$ cat config.mk
export PLATFORM = sky130hd
export DESIGN_NAME = mem_stage
export DESIGN_NICKNAME = d
export VERILOG_FILES = /design/src/rtl/mem_pkg.sv /design/src/rtl/load_align.sv /design/src/rtl/mem_stage.sv
export SDC_FILE = /design/constraint.sdc
export NUM_CORES = 1
export LEC_CHECK = 0
export ABC_AREA = 1
export BUFFER_PORTS_ARGS = -buffer_cell sky130_fd_sc_hd__buf_2
export CAP_MARGIN = 20
export CORE_AREA = 2 2 125 127
export CTS_BUF_LIST = sky130_fd_sc_hd__clkbuf_2 sky130_fd_sc_hd__clkbuf_4 sky130_fd_sc_hd__clkbuf_8
export DETAILED_ROUTE_END_ITERATION = 6
export DIE_AREA = 0 0 127 129
export GPL_ROUTABILITY_DRIVEN = 0
export PLACE_DENSITY = 0.89
export SLEW_MARGIN = 20
export SYNTH_ARGS = -nofsm -noshare
export SYNTH_HDL_FRONTEND = slang
export SYNTH_SLANG_ARGS = --single-unit
$ cat constraint.sdc
create_clock -name clk_i -period 2.6 [get_ports clk_i]
set_input_delay 0.26 -clock clk_i [delete_from_list [all_inputs] [get_ports clk_i]]
set_output_delay 0.26 -clock clk_i [all_outputs]
set_load 0.03 [all_outputs]
$ cat src/rtl/mem_pkg.sv
// Shared encodings and request payload for the memory-access stage.
package mem_pkg;

    localparam int unsigned XLEN  = 32;
    localparam int unsigned REG_W = 5;
    localparam int unsigned WB_W  = 3;

    // Access size encodings; 2'd3 behaves as a word.
    localparam logic [1:0] SZ_BYTE = 2'd0;
    localparam logic [1:0] SZ_HALF = 2'd1;
    localparam logic [1:0] SZ_WORD = 2'd2;

    // FSM state encoding.
    typedef logic [0:0] state_t;
    localparam state_t ST_IDLE = 1'b0;
    localparam state_t ST_WAIT = 1'b1;

    // Everything needed to drive or complete one memory request.
    typedef struct packed {
        logic              we;
        logic [1:0]        size;
        logic              sign_ext;
        logic [WB_W-1:0]   wb;
        logic [XLEN-1:0]   addr;
        logic [XLEN-1:0]   wdata;
        logic [REG_W-1:0]  rd_rt;
        logic [XLEN-1:0]   pc;
    } mem_req_t;

    // Natural alignment check for an access of the given size.
    function automatic logic is_aligned(input logic [1:0] size, input logic [1:0] off);
        logic ok;
        case (size)
            SZ_BYTE:       ok = 1'b1;
            SZ_HALF:       ok = ~off[0];
            SZ_WORD, 2'd3: ok = (off == 2'b00);
            default:       ok = 1'b0;
        endcase
        return ok;
    endfunction

endpackage

$ cat src/rtl/load_align.sv
// Extracts and extends a byte/half/word from a 32-bit read word.
module load_align
    import mem_pkg::*;
(
    input  logic [XLEN-1:0] rdata_i,
    input  logic [1:0]      offset_i,
    input  logic [1:0]      size_i,
    input  logic            sign_ext_i,
    output logic [XLEN-1:0] rd_o
);

    logic [7:0]  byte_c;
    logic [15:0] half_c;

    // Lane select followed by zero/sign extension.
    always_comb begin
        byte_c = rdata_i[{offset_i, 3'b000} +: 8];
        half_c = offset_i[1] ? rdata_i[31:16] : rdata_i[15:0];
        case (size_i)
            SZ_BYTE:       rd_o = {{24{sign_ext_i & byte_c[7]}}, byte_c};
            SZ_HALF:       rd_o = {{16{sign_ext_i & half_c[15]}}, half_c};
            SZ_WORD, 2'd3: rd_o = rdata_i;
            default:       rd_o = rdata_i;
        endcase
    end

endmodule

$ cat src/rtl/mem_stage.sv
// Memory-access pipeline stage: load/store against a ready-handshake data
// memory, producing the MEM/WB bundle combinationally each cycle.
module mem_stage
    import mem_pkg::*;
#(
    parameter int unsigned TIMEOUT = 64
) (
    input  logic              clk_i,
    input  logic              rst_i,
    input  logic              mem_read_i,
    input  logic              mem_write_i,
    input  logic [1:0]        size_i,
    input  logic              sign_ext_i,
    input  logic [WB_W-1:0]   wb_i,
    input  logic [XLEN-1:0]   addr_i,
    input  logic [XLEN-1:0]   wdata_i,
    input  logic [REG_W-1:0]  rd_rt_i,
    input  logic [XLEN-1:0]   pc_i,
    output logic              dmem_req_o,
    output logic              dmem_we_o,
    output logic [XLEN-1:0]   dmem_addr_o,
    output logic [3:0]        dmem_be_o,
    output logic [XLEN-1:0]   dmem_wdata_o,
    input  logic              dmem_ready_i,
    input  logic [XLEN-1:0]   dmem_rdata_i,
    output logic [WB_W-1:0]   wb_o,
    output logic [XLEN-1:0]   rd_o,
    output logic [XLEN-1:0]   alu_o,
    output logic [XLEN-1:0]   pc_o,
    output logic [REG_W-1:0]  rd_rt_o,
    output logic              stall_o,
    output logic              misalign_o,
    output logic              bus_err_o
);

    localparam int unsigned CNT_W = $clog2(TIMEOUT + 1);

    state_t           state_q, state_d;
    logic [CNT_W-1:0] count_q, count_d;
    mem_req_t         req_q, req_d;

    mem_req_t         req_in_c;
    mem_req_t         cur_c;
    logic             access_c;
    logic             aligned_c;
    logic [XLEN-1:0]  load_data_c;

    // Current request: live inputs while idle, the latch while waiting.
    always_comb begin
        req_in_c = '{we:       mem_write_i,
                     size:     size_i,
                     sign_ext: sign_ext_i,
                     wb:       wb_i,
                     addr:     addr_i,
                     wdata:    wdata_i,
                     rd_rt:    rd_rt_i,
                     pc:       pc_i};
        cur_c     = (state_q == ST_WAIT) ? req_q : req_in_c;
        access_c  = mem_read_i | mem_write_i;
        aligned_c = is_aligned(size_i, addr_i[1:0]);
    end

    // Store lane steering: byte enables and replicated write data.
    always_comb begin
        dmem_addr_o = {cur_c.addr[XLEN-1:2], 2'b00};
        case (cur_c.size)
            SZ_BYTE: begin
                dmem_be_o    = 4'(4'b0001 << cur_c.addr[1:0]);
                dmem_wdata_o = {4{cur_c.wdata[7:0]}};
            end
            SZ_HALF: begin
                dmem_be_o    = cur_c.addr[1] ? 4'b1100 : 4'b0011;
                dmem_wdata_o = {2{cur_c.wdata[15:0]}};
            end
            default: begin
                dmem_be_o    = 4'b1111;
                dmem_wdata_o = cur_c.wdata;
            end
        endcase
    end

    load_align u_load_align (
        .rdata_i    (dmem_rdata_i),
        .offset_i   (cur_c.addr[1:0]),
        .size_i     (cur_c.size),
        .sign_ext_i (cur_c.sign_ext),
        .rd_o       (load_data_c)
    );

    // Next-state and output logic for the IDLE/WAIT handshake FSM.
    always_comb begin
        state_d    = state_q;
        count_d    = '0;
        req_d      = req_q;
        dmem_req_o = 1'b0;
        dmem_we_o  = 1'b0;
        stall_o    = 1'b0;
        wb_o       = '0;
        rd_o       = '0;
        alu_o      = addr_i;
        pc_o       = pc_i;
        rd_rt_o    = rd_rt_i;
        misalign_o = 1'b0;
        bus_err_o  = 1'b0;

        if (!rst_i) begin
            case (state_q)
                ST_IDLE: begin
                    if (!access_c) begin
                        wb_o = wb_i;
                    end else if (!aligned_c) begin
                        misalign_o = 1'b1;
                    end else begin
                        dmem_req_o = 1'b1;
                        dmem_we_o  = mem_write_i;
                        req_d      = req_in_c;
                        if (dmem_ready_i) begin
                            wb_o = wb_i;
                            rd_o = mem_write_i ? '0 : load_data_c;
                        end else begin
                            stall_o = 1'b1;
                            state_d = ST_WAIT;
                        end
                    end
                end
                ST_WAIT: begin
                    dmem_req_o = 1'b1;
                    dmem_we_o  = req_q.we;
                    alu_o      = req_q.addr;
                    pc_o       = req_q.pc;
                    rd_rt_o    = req_q.rd_rt;
                    if (dmem_ready_i) begin
                        wb_o    = req_q.wb;
                        rd_o    = req_q.we ? '0 : load_data_c;
                        state_d = ST_IDLE;
                    end else if (count_q == CNT_W'(TIMEOUT - 1)) begin
                        bus_err_o = 1'b1;
                        state_d   = ST_IDLE;
                    end else begin
                        stall_o = 1'b1;
                        count_d = count_q + CNT_W'(1);
                    end
                end
                default: state_d = ST_IDLE;
            endcase
        end
    end

    // State, wait counter and request latch.
    always_ff @(posedge clk_i) begin
        if (rst_i) begin
            state_q <= ST_IDLE;
            count_q <= '0;
            req_q   <= '0;
        end else begin
            state_q <= state_d;
            count_q <= count_d;
            req_q   <= req_d;
        end
    end

endmodule

# ---- Yosys cells after proc, flatten, opt, wreduce, memory -nomap -nowiden
# Index checks and enable logic that the tools add are counted.
dict set report totals {
  regBits 116
  output_inout_bits 177
}
dict set report classes {
  n_addsub 1
  n_eq_ne 7
  shift 2
  muxes 50
  bitwise_logic 5
  n_reduce_logical 7
}
# cell count
set op_table {}
lappend op_table {{$mux W32} 11}
lappend op_table {{$pmux W32 S2} 2}
lappend op_table {{$mux W107} 1}
lappend op_table {{$pmux W32 S3} 1}
lappend op_table {{$shiftx A32 B6 Y8} 1}
lappend op_table {{$mux W1} 20}
lappend op_table {{$mux W16} 1}
lappend op_table {{$mux W3} 5}
lappend op_table {{$mux W5} 2}
lappend op_table {{$eq A2 B2 Y1 const B} 4}
lappend op_table {{$pmux W4 S2} 1}
lappend op_table {{$add A7 B1 Y7 const B} 1}
lappend op_table {{$eq A7 B6 Y1 const B} 1}
lappend op_table {{$logic_not A2 Y1} 3}
lappend op_table {{$pmux W1 S2} 3}
lappend op_table {{$pmux W3 S2} 1}
lappend op_table {{$eq A2 B1 Y1 const B} 2}
lappend op_table {{$mux W4} 1}
lappend op_table {{$reduce_or A2 Y1} 2}
lappend op_table {{$reduce_or A4 Y1} 1}
lappend op_table {{$shl A1 B2 Y4 const A} 1}
lappend op_table {{$pmux W1 S3} 1}
lappend op_table {{$reduce_and A3 Y1} 1}
lappend op_table {{$and A1 B1 Y1} 2}
lappend op_table {{2 further kinds} 3}

# ---- Depth between registers and ports, before layout
# Gate-level depths: netlist (run 1).
dict set report depth {
  word_depth 10
  depth_mapped 10
}

# ---- Hierarchy
# A second synthesis (run 1) with hierarchy kept.
dict set report hier_totals {
  hier_cells 1319
  area_unflattened_um2 7684.9
}
# mod instances cells_per_inst area_each_um2 seq_area_each_um2
set modules_own_cells {}
lappend modules_own_cells {mem_stage 1 1136 6811.5 2322.2}
lappend modules_own_cells {load_align 1 183 873.3 0.0}

# ---- Worst setup path before layout (run 1)
# No wires, ideal clock.
dict set report synth_timing {
  path_type {reg2out}
  startpoint {register state_q}
  endpoint {output port dmem_wdata_o[16]}
  arrival_time_ns 1.781
  t_required_ns 2.340
  slack_ns 0.559
  stages_incl_launch_ff 8
  path_buffers 3
  path_cell_list {dfxtp_1 > buf_4 > buf_4 > buf_2 > nand2_1 > nand2_1 > nor2_1 > a31oi_1}
}
dict set report synth_via {
  elab_chain_cells 3
}
# element line_no
set synth_lines {}
lappend synth_lines {{from (decl)} mem_stage.sv:38} ;# state_t state_q, state_d;
lappend synth_lines {{from (signal assigned)} mem_stage.sv:156} ;# state_q <= state_d;
lappend synth_lines {{$mux W107 *} mem_stage.sv:58} ;# cur_c = (state_q == ST_WAIT) ? req_q : req_in_c;
lappend synth_lines {{$eq A2 B1 Y1 or $logic_not A2 Y1 (tied branches)} mem_stage.sv:66} ;# case (cur_c.size)
lappend synth_lines {{$pmux W32 S2 *} mem_stage.sv:66}
lappend synth_lines {{to (decl)} mem_stage.sv:23} ;# output logic [XLEN-1:0] dmem_wdata_o,
# Mark *: on every way between the ends. The rest lies on a longest branch, timed or not.

# ---- Final worst setup path (run 1)
dict set report layout_timing {
  startpoint {register state_q}
  endpoint {output port rd_o[8]}
}
dict set report layout_via {
  elab_chain_cells 10
}
# element line_no
set layout_lines {}
lappend layout_lines {{$mux W107} mem_stage.sv:58}
lappend layout_lines {{$shiftx A32 B6 Y8 or $eq A2 B2 Y1 (tied branches)} {load_align.sv:17, load_align.sv:19}}
lappend layout_lines {{$and A1 B1 Y1 or $reduce_or A2 Y1 (tied branches)} {load_align.sv:20, load_align.sv:19}}
lappend layout_lines {{$pmux W32 S3} load_align.sv:19} ;# case (size_i)
lappend layout_lines {{$mux W32} mem_stage.sv:119} ;# rd_o = mem_write_i ? '0 : load_data_c;
lappend layout_lines {{$mux W32} mem_stage.sv:117} ;# if (dmem_ready_i) begin
lappend layout_lines {{$mux W32} mem_stage.sv:111} ;# end else if (!aligned_c) begin
lappend layout_lines {{$mux W32} mem_stage.sv:109} ;# if (!access_c) begin
lappend layout_lines {{$pmux W32 S2 *} mem_stage.sv:107} ;# case (state_q)
lappend layout_lines {{$mux W32 *} mem_stage.sv:106} ;# if (!rst_i) begin
lappend layout_lines {{to (decl)} mem_stage.sv:27} ;# output logic [XLEN-1:0] rd_o,
# Marked as above.

==> flow_summary.json, run 1 <==
{
  "status": "finished clean",
  "nFillCells": 1415,
  "cts_tree": "yes",
  "multi_input_area_um2": 3860,
  "r2r-start": "state_q$_DFF_P_",
  "synth_xor_area_frac": 0.00258,
  "drtIter0Drc": 649,
  "grt_pass1_wl_um": 34100,
  "synth-simple-area-share": 0.343,
  "drt-pass1-iter-count": 6,
  "period_minus_slack_ns": 2.51,
  "dieArea_um2": 16400,
  "finalCritPeriodShare": 0.967,
  "min_to": "req_q[107]$_SDFFE_PP0P_",
  "numCtsBuffers": 17,
  "ios": 321,
  "min_from": "rst_i",
  "synth_top_family_by_area": "simple AND/OR/NAND/NOR gates",
  "clock_latency_ns": 0.43,
  "syn_area_per_cell_um2": 5.90,
  "maxSlewHeadroom": 0.380,
  "cp_data_required_time_ns": 2.34,
  "worstPathMaxFanout": 14,
  "timing.rr.end": "req_q[33]$_SDFFE_PP0P_",
  "clockRootBuffer": "clkbuf_8",
  "antenna_found_initial": 3,
  "vias_per_cell": 5.17,
  "stdcell_area_um2": 8950,
  "tightest_slew_ns": 0.930,
  "final_layout_size_suffix_gt1_frac": 0.270,
  "startpoint_type": "register",
  "grt-ovfl-total": 0,
  "min_path_type": "input pin to register",
  "drc_errors": 0,
  "fp.dieH_um": 129,
  "hold_ws_ns": 0.0537,
  "clock_skew_ns": 0.00707,
  "seqCellArea_um2": 2330,
  "grt_usage": 0.254,
  "syn_inst": 1152,
  "setup_tns_ns": 0,
  "h-tree-depth": 4,
  "ys_ff_latch": 116,
  "cts_sinks": 116,
  "synth_compound_area_frac": 0.208,
  "grt_max_degree": 143,
  "hold_buffers": 0,
  "synth_area_um2": 6800,
  "wl_per_cell_um": 13.8,
  "core.rowCount": 45,
  "synthMuxAreaShare": 0.00147,
  "rrSetupSlack_ns": 0.82,
  "vias": 8466,
  "synth_seq_area_share": 0.342,
  "hold_depth": 2,
  "setup_viol": 0,
  "placed_area_um2": 8410,
  "die_w_um": 127,
  "io_buffers": 318,
  "leakagePower_nw": 4.74,
  "fin_nets": 1579,
  "slew_viol_final": 0,
  "clk_path_buf_depth": 2,
  "initial_utilization": 0.454,
  "mostFrequentLayoutCell": "nand2_1",
  "ys_warn_count": 0,
  "crit_arrival_ns": 2.25,
  "core_um2": 15000,
  "ir_worst_vdd_v": 0.000484,
  "wirelength_um": 22500,
  "post_synth_num_cell_types": 30,
  "hold_violations": 0,
  "power.density_nw_per_um2": 613,
  "area_growth_pct": 31.8,
  "synth_fa_ha_area_frac": 0.00184,
  "hpwl_um": 15900,
  "path_class": "register to output pin",
  "post-place-ws_ns": 0.301,
  "max_freq_mhz": 398,
  "drtAntennaViolNets": 0,
  "layout_common_cells": "nand2_1, buf_2, nor2_1",
  "r2r_cells": 6,
  "path_clk_slew_ns": 0.07,
  "maxCapViolCount": 0,
  "grt_pass1_vias": 7233,
  "fin_ws_ns": 0.0857,
  "critPathCaptureType": "output pin"
}
cells by family (layout without fill, tap and decap cells):
group / after synthesis / in the layout
AO/OA/AOI/OAI: 270 / 270
XOR/XNOR: 2 / 2
adder cells (fa/ha/maj): 1 / 1
buffers and inverters: 163 / 455
flip-flops: 116 / 116
multiplexers: 1 / 1
other: 1 / 3
AND/OR/NAND/NOR: 598 / 600
through the flow:
stage / power (mW) / utilization / instances
2_1_floorplan: 3.19 / - / 1153
3_3_place_gp: 3.67 / 0.562 / 1596
3_5_place_dp: 3.70 / 0.562 / 1596
4_1_cts: 5.48 / 0.591 / 1628
5_1_grt: 5.76 / 0.598 / 1636
6_report: 5.49 / 0.598 / 1636
area by class of cell:
cell class,count,area share
clock inverter,14,0.0196
tap,188,0.0263
timing repair buffer,337,0.199
antenna,1,0.000279
sequential,116,0.260
multi-input combinational,876,0.431
clock buffer,18,0.0277
inverter,86,0.0363
how the worst max path moves through the flow:
| stage | startpoint | to | slack [ns] | cells past startpoint |
|---|---|---|---|---|
| floorplan | state_q$_DFF_P_ | dmem_wdata_o[16] | 0.56 | 7 |
| global placement | state_q$_DFF_P_ | rd_o[31] | 0.45 | 7 |
| detailed placement | state_q$_DFF_P_ | rd_o[31] | 0.30 | 7 |
| CTS | state_q$_DFF_P_ | rd_o[31] | -0.02 | 7 |
| global route | state_q$_DFF_P_ | rd_o[8] | -0.05 | 10 |
| finish | state_q$_DFF_P_ | rd_o[8] | 0.09 | 8 |
synth_stat cells, drive strengths merged:
| library cell | instances | area share |
|---|---|---|
| nand2 | 325 | 0.18 |
| a21oi | 38 | 0.028 |
| o22ai | 2 | 0.0018 |
| o211ai | 1 | 0.0011 |
| ha | 1 | 0.0018 |
| or3 | 1 | 0.00092 |
| nand3 | 19 | 0.016 |
| nand3b | 6 | 0.0066 |
| nor3 | 5 | 0.0037 |
| clkbuf | 39 | 0.022 |
| inv | 86 | 0.048 |
| o211a | 1 | 0.0015 |
| buf | 38 | 0.031 |
| a31oi | 8 | 0.0074 |
| conb | 1 | 0.00055 |
| xor2 | 2 | 0.0026 |
| dfxtp | 116 | 0.34 |
| o21ai | 213 | 0.16 |
| nor2 | 242 | 0.13 |
| o221ai | 7 | 0.0090 |
| mux2i | 1 | 0.0015 |
report_power, final:
group | internal, mW | switching [mW] | total (mW)
sequential | 1.94 | 0.0714 | 2.01
combinational | 0.505 | 1.19 | 1.70
clock | 0.986 | 0.795 | 1.78
flip-flops by register name, indices dropped and copies added, names as in the netlist:
signal,flops
state_q,1
req_q,108
count_q,7
critical path, stage by stage, from the launching register on:
cell and delay, ns:
dfxtp_4 0.45, nand2_4 0.15, nor2_4 0.15, inv_1 0.09, o21ai_4 0.27, buf_12 0.17, nand3_4 0.16, nor2_1 0.16
buf_2 0.22
layer usage:
metal | part of all wire | track usage | routed length (um) | up-vias
li1 | - | - | - | 4217
met1 | 0.40 | 0.297 | 8930 | 3722
met2 | 0.48 | 0.440 | 10700 | 451
met3 | 0.090 | 0.0632 | 2020 | 72
met4 | 0.037 | 0.118 | 842 | 4
met5 | 0.00093 | 0 | 21 | -
repair_timing:
item / CTS / global route
setup endpoints to repair: 77 / 87
gates resized for setup: 4 / 10
pin swaps: 0 / 2
setup buffers: 0 / 5
cloned: 0 / 2
Power figures use the tool's default switching activity.
==> run 2: changes to the inputs <==
--- a/config.mk
+++ b/config.mk
@@ -8,13 +8,14 @@
 export ABC_AREA = 1
 export BUFFER_PORTS_ARGS = -buffer_cell sky130_fd_sc_hd__buf_2
 export CAP_MARGIN = 20
-export CORE_AREA = 2 2 125 127
+export CORE_AREA = 2 2 126 128
 export CTS_BUF_LIST = sky130_fd_sc_hd__clkbuf_2 sky130_fd_sc_hd__clkbuf_4 sky130_fd_sc_hd__clkbuf_8
 export DETAILED_ROUTE_END_ITERATION = 6
-export DIE_AREA = 0 0 127 129
+export DIE_AREA = 0 0 128 130
 export GPL_ROUTABILITY_DRIVEN = 0
-export PLACE_DENSITY = 0.89
+export PLACE_DENSITY = 0.94
 export SLEW_MARGIN = 20
 export SYNTH_ARGS = -nofsm -noshare
 export SYNTH_HDL_FRONTEND = slang
+export SYNTH_HIERARCHICAL = 1
 export SYNTH_SLANG_ARGS = --single-unit
==> run 2 against run 1 <==
  * The run now ends with setup timing left
  * Core utilization increased by 2.5 points
  * Non-clock buffer count increased by 14
  * Via count increased by 8.3%
  * First-iteration DRC count increased by 16%
  * Synthesized cell count increased by 14%
  * Sequential share of layout area decreased by 1.8 points
  * Clock power decreased by 20%
  * Sequential power about the same
  * Fmax decreased by 6.4%
  * Final area increased by 7.2%
  * Die area increased by 1.6%
  * Wire length increased by 8.7%
  * Critical endpoint is now rd_o[26]
  * Largest power group unchanged
==> flow_summary.json, run 2 <==
{
  "p_sw_frac": 0.394,
  "critPathTopFamily": "simple AND/OR/NAND/NOR gates",
  "timing.rr.end": "req_q[57]$_SDFFE_PP0P_",
  "path_buf_inv": 5,
  "critPathSlowestCell": "dfxtp_4",
  "ir_worst_vdd_v": 0.000454,
  "grt_pass1_vias": 7513,
  "p_clk_frac": 0.271,
  "synth_ff_type": "dfxtp_1",
  "cp-startpoint": "state_q$_DFF_P_",
  "yosysTopAreaCell": "dfxtp_1",
  "violations": "setup timing",
  "rsz0062_at_grt": "true",
  "h-tree-depth": 4,
  "setup_tns_ns": -0.0854,
  "status": "finished, violations left",
  "numCtsBuffers": 17,
  "min_to": "req_q[56]$_SDFFE_PP0P_",
  "drtAntennaViolNets": 0,
  "min_path_type": "input pin to register",
  "utilization": 0.622,
  "slew_viol_final": 0,
  "fin_ws_ns": -0.0854,
  "io_buffers": 318,
  "path_class": "register to output pin",
  "comb_power_share": 0.344,
  "vias": 9170,
  "area_growth_pct": 24.9,
  "synth_area_um2": 7680,
  "synth.most_common_cell": "nand2_1",
  "post_synth_num_cell_types": 35,
  "yosys.area.top_type_share": 0.302,
  "rrSetupSlack_ns": 0.86,
  "period_minus_slack_ns": 2.69,
  "hold_violations": 0,
  "grt-ovfl-total": 0,
  "path_clk_slew_ns": 0.07,
  "maxCapViolCount": 0,
  "tightest_slew_ns": 0.502,
  "fin_nets": 1714,
  "hold_buffers": 0,
  "cts_sinks": 116,
  "synthArstFlopShare": 0,
  "post-place-ws_ns": 0.241,
  "drc_errors": 0,
  "max_freq_mhz": 372,
  "setup_viol": 1,
  "wl_per_cell_um": 13.8,
  "p_sw_mw": 2.06,
  "clock_skew_ns": 0.0106,
  "ys_top_cells_by_count": "nand2_1, nor2_1, o21ai_0",
  "total_power_mw": 5.23,
  "grt_max_degree": 109,
  "r2r-start": "state_q$_DFF_P_",
  "syn_area_per_cell_um2": 5.83,
  "drt-pass1-iter-count": 6,
  "wirelength_um": 24500,
  "finalCritPeriodShare": 1.03,
  "crit_chain": "nand2_1, o21ai_2, inv_4, inv_6, nand2_1, nand2_1, nand2_2, nand2_4, nand2_8, buf_8, nand2_2, inv_1, nor2_1, buf_4",
  "layout_common_cells": "nand2_1, buf_2, nor2_1",
  "min_from": "wdata_i[19]",
  "syn_inst": 1319,
  "grt_pass1_wl_um": 35500,
  "vias_per_cell": 5.17,
  "power.internal_mw": 3.17,
  "startpoint_type": "register",
  "synthTopCellsByArea": "dfxtp_1, nand2_1, nor2_1",
  "r2r_cells": 8,
  "clockRootBuffer": "clkbuf_8",
  "maxSlewHeadroom": 0.665,
  "worstPathMaxFanout": 16,
  "cp_slowest_stage_delay_ns": 0.39,
  "mostFrequentLayoutCell": "nand2_1",
  "largest_reg_flops": 108,
  "leakagePower_nw": 5.29,
  "cts_tree": "yes",
  "antenna_found_initial": 1,
  "cp_data_required_time_ns": 2.34,
  "synth_edf_count": 0,
  "hold_ws_ns": 0.0786,
  "hpwl_um": 17100,
  "clock_latency_ns": 0.43,
  "core_um2": 15400,
  "p_seq_frac": 0.384,
  "grt_usage": 0.266,
  "synth_seq_area_share": 0.302,
  "hold_depth": 3,
  "ios": 321,
  "critPathCaptureType": "output pin",
  "drtIter0Drc": 750,
  "die_w_um": 128,
  "dieArea_um2": 16600,
  "ys_warn_count": 6,
  "nFillCells": 1383,
  "initial_utilization": 0.498,
  "power.density_nw_per_um2": 545,
  "top_regs": "req_q (108), count_q (7), state_q (1)",
  "crit_arrival_ns": 2.43,
  "fp.dieH_um": 130,
  "final_layout_size_suffix_gt1_frac": 0.271,
  "regMostFlops": "req_q",
  "core.rowCount": 46,
  "clk_path_buf_depth": 2,
  "critPathMostFrequentCell": "nand2_1",
  "ys_ff_latch": 116
}
-- run 2: worst max-delay path by stage --
stage / slack [ns] / to / cells past startpoint
after floorplan: 0.28 / rd_o[9] / 15
after CTS: 0.006 / rd_o[26] / 15
final: -0.09 / rd_o[26] / 14
after global placement: 0.31 / rd_o[31] / 14
after global routing: -0.26 / rd_o[26] / 14
after detailed placement: 0.24 / rd_o[26] / 15
-- run 2: area by class of cell --
cell class                      instances  area, um2  area share
Multi-Input combinational cell        980       4260       0.444
Sequential cell                       116       2330       0.242
Timing Repair Buffer                  351       2040       0.212
Inverter                              103        402      0.0418
Clock buffer                           18        248      0.0258
Tap cell                              192        240      0.0250
Clock inverter                         13       86.3     0.00899
Antenna cell                            2       5.00    0.000521
-- run 2: repair_timing --
item                                    in CTS  in global routing
resized for setup                           22                 25
setup buffers                                2                  8
cloned                                       0                  3
pin swaps                                    2                  4
endpoints found under the setup margin      27                 33
-- run 2: power by group through the flow --
stage	Combinational [mW]	Sequential, mW	Clock (mW)
after global routing	1.96	2.03	1.55
final	1.80	2.01	1.42
after global placement	1.68	2.04	0
after detailed placement	1.71	2.05	0
after floorplan	1.29	2.03	0
after CTS	1.73	2.01	1.47
-- run 2: layer usage --
layer  track usage  part of all wire
met1         0.319              0.39
met2         0.445              0.47
met3        0.0763             0.097
met4         0.121             0.037
met5             0                 0
-- run 2: metrics by stage --
| step | std cells | cell area (um2) |
|---|---|---|
| after floorplan | 1320 | 7690 |
| after global placement | 1729 | 8930 |
| after detailed placement | 1729 | 8930 |
| after CTS | 1762 | 9350 |
| after global routing | 1773 | 9600 |
| final | 1775 | 9600 |
-- run 2: kinds of logic (layout without fill, tap and decap cells) --
| logic type | after synthesis | count (layout) | share of synthesized area |
|---|---|---|---|
| AOI/OAI and AO/OA | 213 | 213 | 0.145 |
| buffers and inverters | 224 | 485 | 0.153 |
| other | 1 | 4 | 0.000488 |
| DFF | 116 | 116 | 0.302 |
| xor gates and xnor gates | 3 | 3 | 0.00342 |
| adders and majority gates | 1 | 1 | 0.00163 |
| and+or+nand+nor | 761 | 761 | 0.395 |
-- run 2: tightest hold or removal path, cell delays in order --
cell and delay (ns):
buf_2 0.10, nand2_1 0.05, a21oi_1 0.05
